<file path="src/rtl/countdown_timer.sv">
// Programmable down-counting timer with prescaler, one-shot or auto-reload mode.
// The period is loaded over a valid/ready handshake and the countdown is controlled with start/stop.
module countdown_timer #(
  parameter int WIDTH      = 8,
  parameter int PRESCALE_W = 4
) (
  input  logic                  clk,
  input  logic                  rst_n,
  input  logic                  load_valid,
  output logic                  load_ready,
  input  logic [WIDTH-1:0]      load_value,
  input  logic [PRESCALE_W-1:0] prescale,
  input  logic                  periodic,
  input  logic                  start,
  input  logic                  stop,
  output logic [WIDTH-1:0]      count,
  output logic                  busy,
  output logic                  expired
);

  typedef enum logic [1:0] {
    IDLE  = 2'd0,
    ARMED = 2'd1,
    RUN   = 2'd2,
    DONE  = 2'd3
  } state_e;

  state_e                  state_q, state_d;
  logic [WIDTH-1:0]        count_q, count_d;
  logic [WIDTH-1:0]        reload_q, reload_d;
  logic [PRESCALE_W-1:0]   prescaler_q, prescaler_d;
  logic [PRESCALE_W-1:0]   prescale_q, prescale_d;
  logic                    periodic_q, periodic_d;
  logic                    expired_q, expired_d;
  logic                    busy_q, busy_d;
  logic                    load_ready_q, load_ready_d;
  logic                    load_fire;
  logic                    tick;

  // load_ready_q is registered as (state != RUN), so it also gates loads during RUN
  assign load_fire = load_valid && load_ready_q;
  assign tick      = (prescaler_q == prescale_q);

  always_comb begin
    state_d     = state_q;
    count_d     = count_q;
    reload_d    = reload_q;
    prescaler_d = prescaler_q;
    prescale_d  = prescale_q;
    periodic_d  = periodic_q;
    expired_d   = 1'b0;

    if (load_fire) begin
      count_d    = load_value;
      reload_d   = load_value;
      prescale_d = prescale;
      periodic_d = periodic;
      state_d    = ARMED;
    end else begin
      case (state_q)
        ARMED: begin
          if (start && !stop) begin
            prescaler_d = '0;
            // A zero period fires immediately and never enters RUN
            if (reload_q == '0) begin
              expired_d = 1'b1;
              count_d   = '0;
              state_d   = DONE;
            end else begin
              state_d = RUN;
            end
          end
        end
        RUN: begin
          if (stop) begin
            prescaler_d = '0;
            state_d     = ARMED;
          end else if (tick) begin
            prescaler_d = '0;
            // Terminal test uses <= 1 so the count can never wrap below zero
            if (count_q <= WIDTH'(1)) begin
              expired_d = 1'b1;
              if (periodic_q) begin
                count_d = reload_q;
              end else begin
                count_d = '0;
                state_d = DONE;
              end
            end else begin
              count_d = count_q - WIDTH'(1);
            end
          end else begin
            prescaler_d = prescaler_q + PRESCALE_W'(1);
          end
        end
        default: ;
      endcase
    end

    busy_d       = (state_d == RUN);
    load_ready_d = (state_d != RUN);
  end

  always_ff @(posedge clk or negedge rst_n) begin
    if (!rst_n) begin
      state_q      <= IDLE;
      count_q      <= '0;
      reload_q     <= '0;
      prescaler_q  <= '0;
      prescale_q   <= '0;
      periodic_q   <= 1'b0;
      expired_q    <= 1'b0;
      busy_q       <= 1'b0;
      load_ready_q <= 1'b1;
    end else begin
      state_q      <= state_d;
      count_q      <= count_d;
      reload_q     <= reload_d;
      prescaler_q  <= prescaler_d;
      prescale_q   <= prescale_d;
      periodic_q   <= periodic_d;
      expired_q    <= expired_d;
      busy_q       <= busy_d;
      load_ready_q <= load_ready_d;
    end
  end

  assign count      = count_q;
  assign busy       = busy_q;
  assign expired    = expired_q;
  assign load_ready = load_ready_q;

endmodule

</file>
<file path="config.mk">
export PLATFORM = sky130hd
export DESIGN_NAME = countdown_timer
export DESIGN_NICKNAME = d
export VERILOG_FILES = /design/src/rtl/countdown_timer.sv
export SDC_FILE = /design/constraint.sdc
export NUM_CORES = 1
export LEC_CHECK = 0
export ABC_CLOCK_PERIOD_IN_PS = 6800
export CAP_MARGIN = 5
export CORE_ASPECT_RATIO = 1.5
export CORE_MARGIN = 1.5
export CORE_UTILIZATION = 40
export CTS_CLUSTER_DIAMETER = 50
export DETAILED_ROUTE_END_ITERATION = 8
export PLACE_DENSITY = 0.61
export SLEW_MARGIN = 20
export SYNTH_ARGS = -nofsm -noshare
export SYNTH_HDL_FRONTEND = slang
export SYNTH_SLANG_ARGS = --single-unit
</file>
<file path="constraint.sdc">
create_clock -name clk -period 6.8 [get_ports clk]
set_clock_uncertainty 0.1 [all_clocks]
set_input_delay 0.68 -clock clk [delete_from_list [all_inputs] [get_ports clk]]
set_output_delay 0.68 -clock clk [all_outputs]
set_load 0.03 [all_outputs]
</file>
==> metrics.md, run 1 <==
| Metric | Value |
|---|---|
| Starting Density | 42.19% |
| Nets | 224 |
| Max clock buf depth | 2 |
| Final GP Congestion | 0.8333 |
| First-pass GRT wire length | 6.617 mm |
| Crit start category | primary input |
| Die width | 55.76 um |
| Most frequent cells in the layout | nand2_1 (29), dfrtp_1 (29), clkdlybuf4s50_1 (28) |
| Worst EP arrival | 2.64 ns |
| Rel. slew slack | 58.65% |
| Core area | 0.003959 mm2 |
| Sequential Power Share | 40.1% |
| Hold crit path type | flip-flop to flip-flop |
| Clock network power share | 28.9% |
| Netlist cell types | 44 |
| Post-DP HPWL | 2.825 mm |
| Post-Synthesis Cell Area | 0.001670 mm2 |
| P_sw | 0.2001 mW |
| Final Hold Fails | 0 |
| CTS tree | done |
| Clock root buffer | clkbuf_8 |
| Post-synth EDFFs | 0 |
| Final Setup Violations | 0 |
| Post-synthesis cell count | 169 |
| Largest net degree at the start of global routing | 31 |
| Clk sinks | 30 |
| Die Y | 82.15 um |
| GRT Total Usage | 18.96% |
| Final WL | 3.881 mm |
| Antenna violations before repair | 0 |
| Syn Nets | 192 |
| CP Data Required Time | 6.91 ns |
| # H-tree levels | 2 |
| Clk Latency, worst-skew pair | 0.28 ns |
| Final Max Slew Viols | 0 |
| Post-CTS Hold Buffers | 0 |
| Synth async-reset ratio | 100.0% |
| Initial DRT Pass Iterations | 4 |
| Number of global-route vias before repair | 1,378 |
| Final period util | 37.14% |
| Max-cap violation count | 0 |
| Total grt overflow | 0 |
| Die area | 0.004580 mm2 |
| Ant. Diodes | 0 |
| Placed Area | 0.001992 mm2 |
| Min Hold Slack | 0.3990 ns |
| Unrepaired setup endpoints after global routing | false |
| Fin crit period | 2.526 ns |
| Post-synthesis sequential area ratio | 45.02% |
| Switching Share | 33.90% |
| P_leak | 0.9653 nW |
| Clock transition at path regs | 0.07 ns |
| Post-CTS Setup Bufs | 0 |
| PwrDens | 280.8 mW/mm2 |
| # rows | 28 |
| Vias per cell | 5.563 |
| Drc violations | 0 |
| Tot Pwr | 0.5903 mW |
| Number of buffers created by CTS | 5 |
| Routed Antenna Nets | 0 |
| Syn. warnings | 0 |
| Peak Freq | 395.9 MHz |
| Worst slew pin tran | 0.6188 ns |
| Worst setup EP type | flip-flop |
| Finished Cell Area | 0.002102 mm2 |
| CTS resizes | 0 |
| Ports | 29 |
| Int Pwr | 0.3902 mW |
| Kind of critical path | primary input to flip-flop |
| Comb pwr share | 31.0% |
| Total number of vias | 1,374 |
| Share of cells above drive strength 1 | 9.406% |
| IO Port Bufs | 28 |
| Core Util, Final | 53.10% |
| Mean Syn Cell Area | 9.884 um2 |
| Number of DRC markers in iteration 0 | 56 |
| Fin Setup TNS | 0 ns |
| WL per Instance | 15.71 um |
| Area delta synth->final | 25.84% |
| Primary FF master, synth | dfrtp_1 |
| Post-synthesis register bit count | 30 |
| Status | completed |
| CP max FO | 8 |
| Peak supply drop | 214.0 uV |
[logic make-up after synthesis]
| family | count (synthesis) | share of synthesized area (%) |
|---|---|---|
| buffers and inverters | 12 | 3.146 |
| multiplexers | 3 | 1.873 |
| XOR/XNOR | 9 | 4.719 |
| AND/OR/NAND/NOR | 65 | 19.92 |
| flip-flops | 30 | 45.02 |
| AO/OA/AOI/OAI | 45 | 21.58 |
| adder cells (fa/ha/maj) | 5 | 3.745 |
[per-stage QoR]
step           std cells  worst slack [ns]
5_1_grt              247             4.061
6_report             247             4.274
2_1_floorplan        169             4.509
3_3_place_gp         239             4.004
3_5_place_dp         239             3.983
4_1_cts              247             4.271
[power by group through the flow]
stage	registers, mW	clock network, mW	logic [mW]
5_1_grt	0.241	0.181	0.200
3_3_place_gp	0.239	0	0.179
4_1_cts	0.236	0.175	0.183
2_1_floorplan	0.248	0	0.113
6_report	0.237	0.171	0.183
3_5_place_dp	0.239	0	0.183
[metal layers]
metal  share of wire (%)  GRT usage, %
met1                  43         20.42
met2                  52         35.48
met3                 3.1         4.673
met4                 1.8         7.805
met5                   0             0
[path summary, 6_finish.rpt]
check	startpoint	endpoint	slack, ns	cells after the start
setup / recovery	stop	count[4]	4.27	6
hold / removal	prescale_q[0]	prescale_q[0]	0.40	2
setup reg to reg	count[0]	busy	4.29	7
hold reg to reg	prescale_q[0]	prescale_q[0]	0.40	2
max in group asynchronous	rst_n	load_ready	5.60	2
min in group asynchronous	rst_n	count[6]	0.68	2
[Yosys cell counts, types with 2 or more instances]
master     n  area [um2]
nand2_1   29       108.9
dfrtp_1   29       725.7
o21ai_0    4       20.02
a21oi_1   10       50.05
a22o_1     2       17.52
a221o_1    6       60.06
and3_1     7       43.79
a21boi_0   2       15.01
nor2_1     5       18.77
xnor2_1    8       70.07
a21o_1     8       60.06
nand3_1    6       30.03
inv_1      8       30.03
clkbuf_1   2       7.510
nand4_1    2       12.51
ha_1       5       62.56
nand2b_1   3       18.77
mux2i_1    2       20.02
nor3b_1    2       15.01
nor3_1     3       15.01
nor4_1     2       12.51
a21oi_2    2       17.52
[critical path, cell delays in order]
cell and delay [ns]:
clkdlybuf4s50_1 0.47, nor4bb_1 0.30, nand3_1 0.24, a2111oi_4 0.69, nand2_1 0.10, o22ai_1 0.16
[sequential cells by signal (all words and copies together) (netlist names)]
signal and cells:
busy 1, count 8, expired 1, load_ready 1
periodic_q 1, prescale_q 4, prescaler_q 4, reload_q 8
state_q 2
[final cells by class]
| type | count | area [um2] |
|---|---|---|
| timing repair buffer | 29 | 287.8 |
| tap | 45 | 56.30 |
| fill | 371 | 1857 |
| clock buffer | 8 | 110.1 |
| multi-input combinational | 127 | 865.8 |
| sequential | 30 | 752.0 |
| inverter | 8 | 30.03 |
(Power assumes the default switching activity.)
==> inputs of run 2 (changes only) <==
--- a/config.mk
+++ b/config.mk
@@ -5,14 +5,14 @@
 export SDC_FILE = /design/constraint.sdc
 export NUM_CORES = 1
 export LEC_CHECK = 0
-export ABC_CLOCK_PERIOD_IN_PS = 6800
+export ABC_CLOCK_PERIOD_IN_PS = 2200
 export CAP_MARGIN = 5
 export CORE_ASPECT_RATIO = 1.5
 export CORE_MARGIN = 1.5
 export CORE_UTILIZATION = 40
 export CTS_CLUSTER_DIAMETER = 50
 export DETAILED_ROUTE_END_ITERATION = 8
-export PLACE_DENSITY = 0.61
+export PLACE_DENSITY = 0.64
 export SLEW_MARGIN = 20
 export SYNTH_ARGS = -nofsm -noshare
 export SYNTH_HDL_FRONTEND = slang
==> constraint.sdc (replaced) <==
create_clock -name clk -period 2.2 [get_ports clk]
set_clock_uncertainty 0.1 [all_clocks]
set_input_delay 0.22 -clock clk [delete_from_list [all_inputs] [get_ports clk]]
set_output_delay 0.22 -clock clk [all_outputs]
set_load 0.03 [all_outputs]
==> run 2 against run 1 <==
Effect of this change:
- hold slack got worse by 0.16 ns
- the flow now finishes with violations (negative setup slack)
- flip-flop and latch count unchanged
- critical endpoint is now count[2]
- clock power increased to 2.6 times the previous value
- first-iteration DRC count decreased by 50%
- highest routed layer unchanged
- sequential share of layout area decreased by 3.1 points
- register-to-register slack got worse by 4.3 ns
- utilization increased by 5.5 points
- count of clock-buffer cells in the layout decreased by 1
- cell count increased by 8.5%
==> metrics.md, run 2 (synthesis results as in run 1) <==
| Metric | Value |
|---|---|
| Status | complete, but fails checks |
| Violated checks | negative setup slack |
| Kind of critical path | flip-flop to flip-flop |
| Commonest non-fill, non-tap cell in the layout | nand2_1 |
| Min Hold Slack | 0.2340 ns |
| Total grt overflow | 0 |
| Sequential Power Share | 37.9% |
| IO Port Bufs | 28 |
| Finished Cell Area | 0.002320 mm2 |
| Clock network power share | 24.0% |
| Final Hold Fails | 0 |
| First-pass GRT wire length | 6.948 mm |
| Worst slew pin tran | 0.5646 ns |
| Final period util | 101.9% |
| Total number of vias | 1,474 |
| Post-DP HPWL | 3.152 mm |
| Initial DRT Pass Iterations | 4 |
| Die width | 55.76 um |
| Number of DRC markers in iteration 0 | 28 |
| # rows | 28 |
| Int Pwr | 1.232 mW |
| Peak Freq | 446.1 MHz |
| Largest net degree at the start of global routing | 31 |
| Worst reg-to-reg setup slack | -0.04 ns |
| Area delta synth->final | 38.88% |
| Die area | 0.004580 mm2 |
| Cell Chain, Critical Path | or3_4 > or4b_4 > buf_6 > a21oi_2 > a21oi_1 > a221o_1 |
| Ant. Diodes | 0 |
| Placed Area | 0.002143 mm2 |
| Clock root buffer | clkbuf_8 |
| Placed cell count | 258 |
| Number of global-route vias before repair | 1,548 |
| PwrDens | 811.6 mW/mm2 |
| Clk sinks | 30 |
| Top delay family on crit path | simple AND/OR/NAND/NOR gates |
| Fill cells | 337 |
| M1 WL | 1.570 mm |
| Final GP Congestion | 0.9417 |
| Worst setup EP type | flip-flop |
| Drc violations | 0 |
| Max-cap violation count | 0 |
| Switching Share | 34.54% |
| Peak supply drop | 622.0 uV |
| Worst EP arrival | 2.30 ns |
| Antenna violations before repair | 0 |
| Seq. cell area | 758.2 um2 |
| Unrepaired setup endpoints after global routing | true |
| Comb pwr share | 38.1% |
| Hold crit path type | primary input to asynchronous set/reset pin |
| Core Util, Final | 58.60% |
| Vias per cell | 5.500 |
| P_sw | 0.6502 mW |
| CP max FO | 7 |
| CTS tree | done |
| Final Max Slew Viols | 0 |
| Rel. slew slack | 62.36% |
| Clk Latency, worst-skew pair | 0.28 ns |
| Post-CTS Hold Buffers | 0 |
| RR Startpoint | count[7] |
| Number of buffers created by CTS | 5 |
| Routed Antenna Nets | 0 |
| # H-tree levels | 2 |
| Final Setup Violations | 3 |
| Starting Density | 42.19% |
| Met2 routed WL | 2.380 mm |
| FF-to-FF End | count[2] |
| Nets | 245 |
| Die Y | 82.15 um |
| Fin crit period | 2.241 ns |
| R2R depth | 6 |
| Core area | 0.003959 mm2 |
| Most frequent cells in the layout | nand2_1 (29), clkdlybuf4s50_1 (28), dfrtp_1 (24) |
| CP Data Required Time | 2.26 ns |
| Worst path buffer plus inverter count | 1 |
| Met3 Routed Length | 125 um |
| Crit start category | flip-flop |
| Multi-input gate area | 930.9 um2 |
| Final WL | 4.143 mm |
| Slowest-stage cell, CP | or4b_4 |
| Clock transition at path regs | 0.06 ns |
| GRT Total Usage | 19.75% |
| Share of cells above drive strength 1 | 22.87% |
| CP max stage delay | 0.61 ns |
| Fin worst setup slack | -0.04148 ns |
| Non-filler cells, final | 268 |
| WL per Instance | 15.46 um |
| Max clock buf depth | 2 |
| Ports | 29 |
| Top routing layer used | met4 |
| P_leak | 1.079 nW |
==> run 2: power by group through the flow <==
stage                     clock (mW)  combinational (mW)  sequential (mW)
after floorplan                    0               0.352            0.769
final                          0.451               0.717            0.714
after global placement             0               0.655            0.714
after detailed placement           0               0.671            0.717
after global routing           0.486               0.787            0.724
after CTS                      0.462               0.707            0.711
==> run 2: area by class of cell <==
| type | instances | area share (%) |
|---|---|---|
| multi-input cells | 127 | 40.13 |
| flip-flops and latches | 30 | 32.69 |
| repair buffers | 50 | 19.53 |
| clock buffers | 7 | 3.722 |
| well taps | 45 | 2.427 |
| inverters | 8 | 1.295 |
| clock inverters | 1 | 0.2158 |
==> run 2: routing by layer <==
layer / GRT usage (%) / vias up
met5: 0 / -
met4: 8.049 / 0
met3: 3.583 / 7
met2: 39.29 / 26
met1: 20.16 / 724
li1: - / 717
==> run 2: worst max path at each step <==
stage,from,endpoint,depth (start not counted)
after global placement,count[7],busy,5
after floorplan,count[7],busy,5
after CTS,count[7],count[2],6
after global routing,count[7],busy,5
final,count[7],count[2],6
after detailed placement,count[7],busy,5
==> run 2: metrics by stage <==
step                setup WS (ns)  power [mW]  setup TNS, ns
floorplan                -0.02311       1.121       -0.07427
global placement         -0.01928       1.369       -0.02664
detailed placement        -0.1046       1.388        -0.1987
CTS                      -0.06081       1.881        -0.1753
global route             -0.09522       1.997        -0.4734
finish                   -0.04148       1.883       -0.09375
==> run 2: what timing repair did <==
action	4_1_cts	5_1_grt
setup buffers	2	0
endpoints found under the setup margin	6	11
pin swaps	5	3
gates cloned	0	0
gates resized for setup	5	6
==> RTL edit 1: new RTL, settings of run 2 <==
The parameter `WIDTH` goes from 8 to 7.
--- a/src/rtl/countdown_timer.sv
+++ b/src/rtl/countdown_timer.sv
@@ -1,7 +1,7 @@
 // Programmable down-counting timer with prescaler, one-shot or auto-reload mode.
 // The period is loaded over a valid/ready handshake and the countdown is controlled with start/stop.
 module countdown_timer #(
-  parameter int WIDTH      = 8,
+  parameter int WIDTH      = 7,
   parameter int PRESCALE_W = 4
 ) (
   input  logic                  clk,
Ports: changed (resized count and load_value); port bits go from 29 to 27. No check against the original RTL was run, so the function may have changed too.
==> RTL edit 1 against run 2 <==
  * Sequential share of layout area grew 1.6 points
  * Setup slack better by 0.19 ns
  * Critical path depth is 1 higher
  * Largest cell class unchanged
  * Sequential cell count down 2
  * First-iteration DRC count unchanged
  * Routed wire length down 9.7%
  * Cell area decreased by 12%
  * Synthesized cell count is 1.8% higher
  * Area after synthesis down 4.0%
  * Hold slack got worse by 0.020 ns
  * Highest routed layer unchanged
Power is not compared: it rests on default switching activity, and its combinational part moved more than twofold at a synthesized area within 25%.
==> RTL edit 1: results (changes against run 2) <==
metric;value;unit;change
status;complete, no violations;;
h-tree-depth;1;;-1
crit_fanout;8;;+1
gp_congestion;0.933;;-0.91%
post_cts_resized;0;;-5
fin_crit;2.05;ns;-0.191 ns
finalWirelength;3740;µm;-9.7%
synth_fp_nets;194;;+1.0%
postCtsSetupRepairBufs;0;;-2
via_count;1388;;-5.8%
worstMarginPinSlew;0.558;ns;-0.00674 ns
async_reset_ff_share;100;%;unchanged
dp_hpwl;2810;µm;-11%
synth.area.top_cells;dfrtp_1 42%, nand2_1 7.5%, a221o_1 4.4%;;
r2r_slack;0.15;ns;+0.19 ns
drive_above_1_share;13.6;%;-9.3 points
fillCellCount;351;;+4.2%
pre_cts_slack;0.0920;ns;+0.197 ns
numCtsBuffers;3;;-2
synth_common_cells;32 x nand2_1, 27 x dfrtp_1, 10 x inv_1, 8 x a21oi_1, 8 x nand3_1;;
slowest_stage;dfrtp_1;;
grt_max_degree;29;;-6.5%
synth_cell_types;47;;+6.8%
grt_pass1_wl;6180;µm;-11%
clkTransAtPathRegs;0.09;ns;+0.03 ns
portBuffers;26;;-7.1%
layout.nets;229;;-6.5%
grt_pass1_vias;1330;;-14%
cp_data_arrival_time;2.12;ns;-0.18 ns
cpLargestDelayFamily;compound AO/OA/AOI/OAI gates;;
-- RTL edit 1: worst paths after layout --
kind                                  to  depth (start not counted)          start
hold / removal                  count[4]                          2          rst_n
max in group asynchronous     load_ready                          2          rst_n
setup / recovery                count[3]                          7     state_q[1]
setup reg to reg                count[3]                          7     state_q[1]
hold reg to reg            prescale_q[3]                          2  prescale_q[3]
min in group clk              periodic_q                          3       periodic
-- RTL edit 1: kinds of logic (layout without fill, tap and decap cells) --
kind of cell / Yosys count / count (layout) / synth area share (%)
DFF: 28 / 28 / 43.8
AOI/OAI and AO/OA: 44 / 44 / 20.4
xor gates and xnor gates: 7 / 7 / 3.82
and+or+nand+nor: 73 / 73 / 24.3
buffers and inverters: 15 / 49 / 3.82
adders and majority gates: 5 / 5 / 3.90
-- RTL edit 1: power by group --
part | internal, µW | switching [µW] | total (µW)
Clock | 244 | 165 | 409
Sequential | 553 | 51.0 | 604
Combinational | 155 | 173 | 327
-- RTL edit 1: per-stage QoR --
step	util [%]	power (µW)	cells	cell area [µm²]	hold slack, ns
2_1_floorplan	-	803	172	1600	-0.176
3_3_place_gp	50.5	930	247	1960	0.387
3_5_place_dp	50.5	936	247	1960	0.393
4_1_cts	52.3	1350	251	2040	0.228
5_1_grt	52.7	1410	251	2050	0.259
6_report	52.7	1340	251	2050	0.214
-- RTL edit 1: area by class of cell --
cell class                 instances  area share [%]
multi-input combinational        129            41.7
sequential                        28            34.2
tap                               45            2.75
inverter                          10            1.83
clock inverter                     1            1.47
clock buffer                       3            2.01
timing repair buffer              35            16.0
-- RTL edit 1: per-layer routing --
layer | track usage, % | share of wire [%] | vias to the layer above
met5 | 0 | 0 | -
met4 | 6.00 | 0.83 | 0
met3 | 1.67 | 1.9 | 4
met2 | 32.9 | 55 | 19
met1 | 23.7 | 42 | 679
li1 | - | - | 686
==> RTL edit 2: new RTL, config.mk and constraints of run 2 <==
Without the edit above. The output `expired` loses its register stage (`expired_q` becomes a continuous assignment).
--- a/src/rtl/countdown_timer.sv
+++ b/src/rtl/countdown_timer.sv
@@ -109,7 +109,6 @@
       prescaler_q  <= '0;
       prescale_q   <= '0;
       periodic_q   <= 1'b0;
-      expired_q    <= 1'b0;
       busy_q       <= 1'b0;
       load_ready_q <= 1'b1;
     end else begin
@@ -119,11 +118,12 @@
       prescaler_q  <= prescaler_d;
       prescale_q   <= prescale_d;
       periodic_q   <= periodic_d;
-      expired_q    <= expired_d;
       busy_q       <= busy_d;
       load_ready_q <= load_ready_d;
     end
   end
+
+  assign expired_q = expired_d;
 
   assign count      = count_q;
   assign busy       = busy_q;
Check against the original RTL: not equivalent (Yosys sat finds a counterexample within 4 cycles, from zero or initial values and one cycle with rst_n low).
==> RTL edit 2 against run 2 <==
  * The flow still finishes with violations (negative setup slack)
  * Routed wire length grew 7.2%
  * Final cell count grew 4.1%
  * Sequential cell count shrank 1
  * Sequential share of layout area shrank 2.7 points
  * Synthesized cell count shrank 0.59%
  * Setup slack lost 0.29 ns
  * Power grew 5.3%
  * Cell area grew 5.6%
  * Area after synthesis shrank 1.5%
  * Hold slack lost 0.0045 ns
  * Via count grew 4.4%
==> RTL edit 2: results (changes against run 2) <==
metric;value;unit;change
status;finished with violations;;
failed_checks;negative setup slack;;
drtIter0Drc;43;;+54%
syn_avg_cell_area;9.79;µm²;-0.91%
placed_cell_area;2160;µm²;+0.76%
hp-class;in2async;;
synth_common_cells;29 x nand2_1, 28 x dfrtp_1, 10 x a21oi_1;;
slew_headroom;60.2;%;-2.1 points
pre_cts_slack;-0.173;ns;-0.0682 ns
r2r_slack;-0.24;ns;-0.20 ns
p_int;1290;µW;+4.9%
dp_hpwl;3190;µm;+1.3%
gp_congestion;0.922;;-2.1%
crit_fanout;2;;-5
critPathMaxStageDelay;0.55;ns;-0.06 ns
viasPerCell;5.52;;+0.29%
drive_above_1_share;29.5;%;+6.6 points
fin_cells;279;;+4.1%
fin_setup_tns;-2.42;ns;-2.33 ns
grtUsageTotal;20.9;%;+1.2 points
leakage;0.00115;µW;+6.3%
ir_drop;0.000637;V;+2.4%
post_drt_wl_per_cell;15.9;µm;+3.0%
ys_seq_area_share;44.2;%;-0.84 points
clock_latency;0.28;ns;about the same
clock_path_buffers;2;;unchanged
clock_net_power;485;µW;+7.5%
grt_pass1_wl;7250;µm;+4.3%
hold_slack;0.230;ns;-0.00454 ns
syn_to_final_growth;48.8;%;
setup_viol;12;;+9
cp_data_arrival_time;2.21;ns;-0.09 ns
portBuffers;28;;unchanged
fillCellCount;360;;+6.8%
synth_fp_nets;191;;-0.52%
p_seq;687;µW;-3.8%
grt_max_degree;30;;-3.2%
fin_ws;-0.327;ns;-0.286 ns
place_inst;262;;+1.6%
power_density;809;nW/µm²;-0.29%
synth.area.top_cells;dfrtp_1 43%, nand2_1 6.6%, xnor2_1 4.3%;;
==> RTL edit 2: cell count changes in the layout (fill, tap and decap cells not counted), moves of 3 or more <==
cell	before	now
a21oi_1	9	6
a21oi_2	3	6
buf_4	20	27
buf_6	2	6
==> RTL edit 2: kinds of logic after synthesis <==
kind of cell               count (synthesis)  synth area share (%)
AOI/OAI and AO/OA                         45                  21.9
xor gates and xnor gates                   9                  4.79
adders and majority gates                  5                  3.80
buffers and inverters                     12                  3.19
DFF                                       29                  44.2
muxes                                      3                  1.90
and+or+nand+nor                           65                  20.2
==> RTL edit 2: worst paths after layout <==
check	from	endpoint	cells past startpoint
max	count[5]	expired	5
min reg2reg	prescale_q[1]	prescale_q[1]	2
min	rst_n	count[1]	2
max reg2reg	count[5]	load_ready	7
min in group clk	prescale[3]	prescale_q[3]	3
max in group asynchronous	rst_n	load_ready	2
==> RTL edit 2: layout make-up <==
cell class | count | share of cell area (%)
multi-input cells | 127 | 38.7
flip-flops and latches | 29 | 29.9
repair buffers | 62 | 23.7
clock buffers | 7 | 3.93
well taps | 45 | 2.30
inverters | 8 | 1.23
clock inverters | 1 | 0.204
==> RTL edit 2: what timing repair did <==
action	4_1_cts	5_1_grt
setup buffers	2	7
gates cloned	0	1
pin swaps	6	11
setup endpoints to repair	10	14
resized for setup	6	15
hold buffers	0	0
==> RTL edit 2: metal layers <==
| layer | part of all wire (%) | track usage, % | vias to the layer above |
|---|---|---|---|
| met5 | 0 | 0 | - |
| met4 | 3.1 | 12.0 | 0 |
| met3 | 3.1 | 4.41 | 12 |
| met2 | 55 | 39.8 | 34 |
| met1 | 39 | 21.0 | 748 |
| li1 | - | - | 745 |
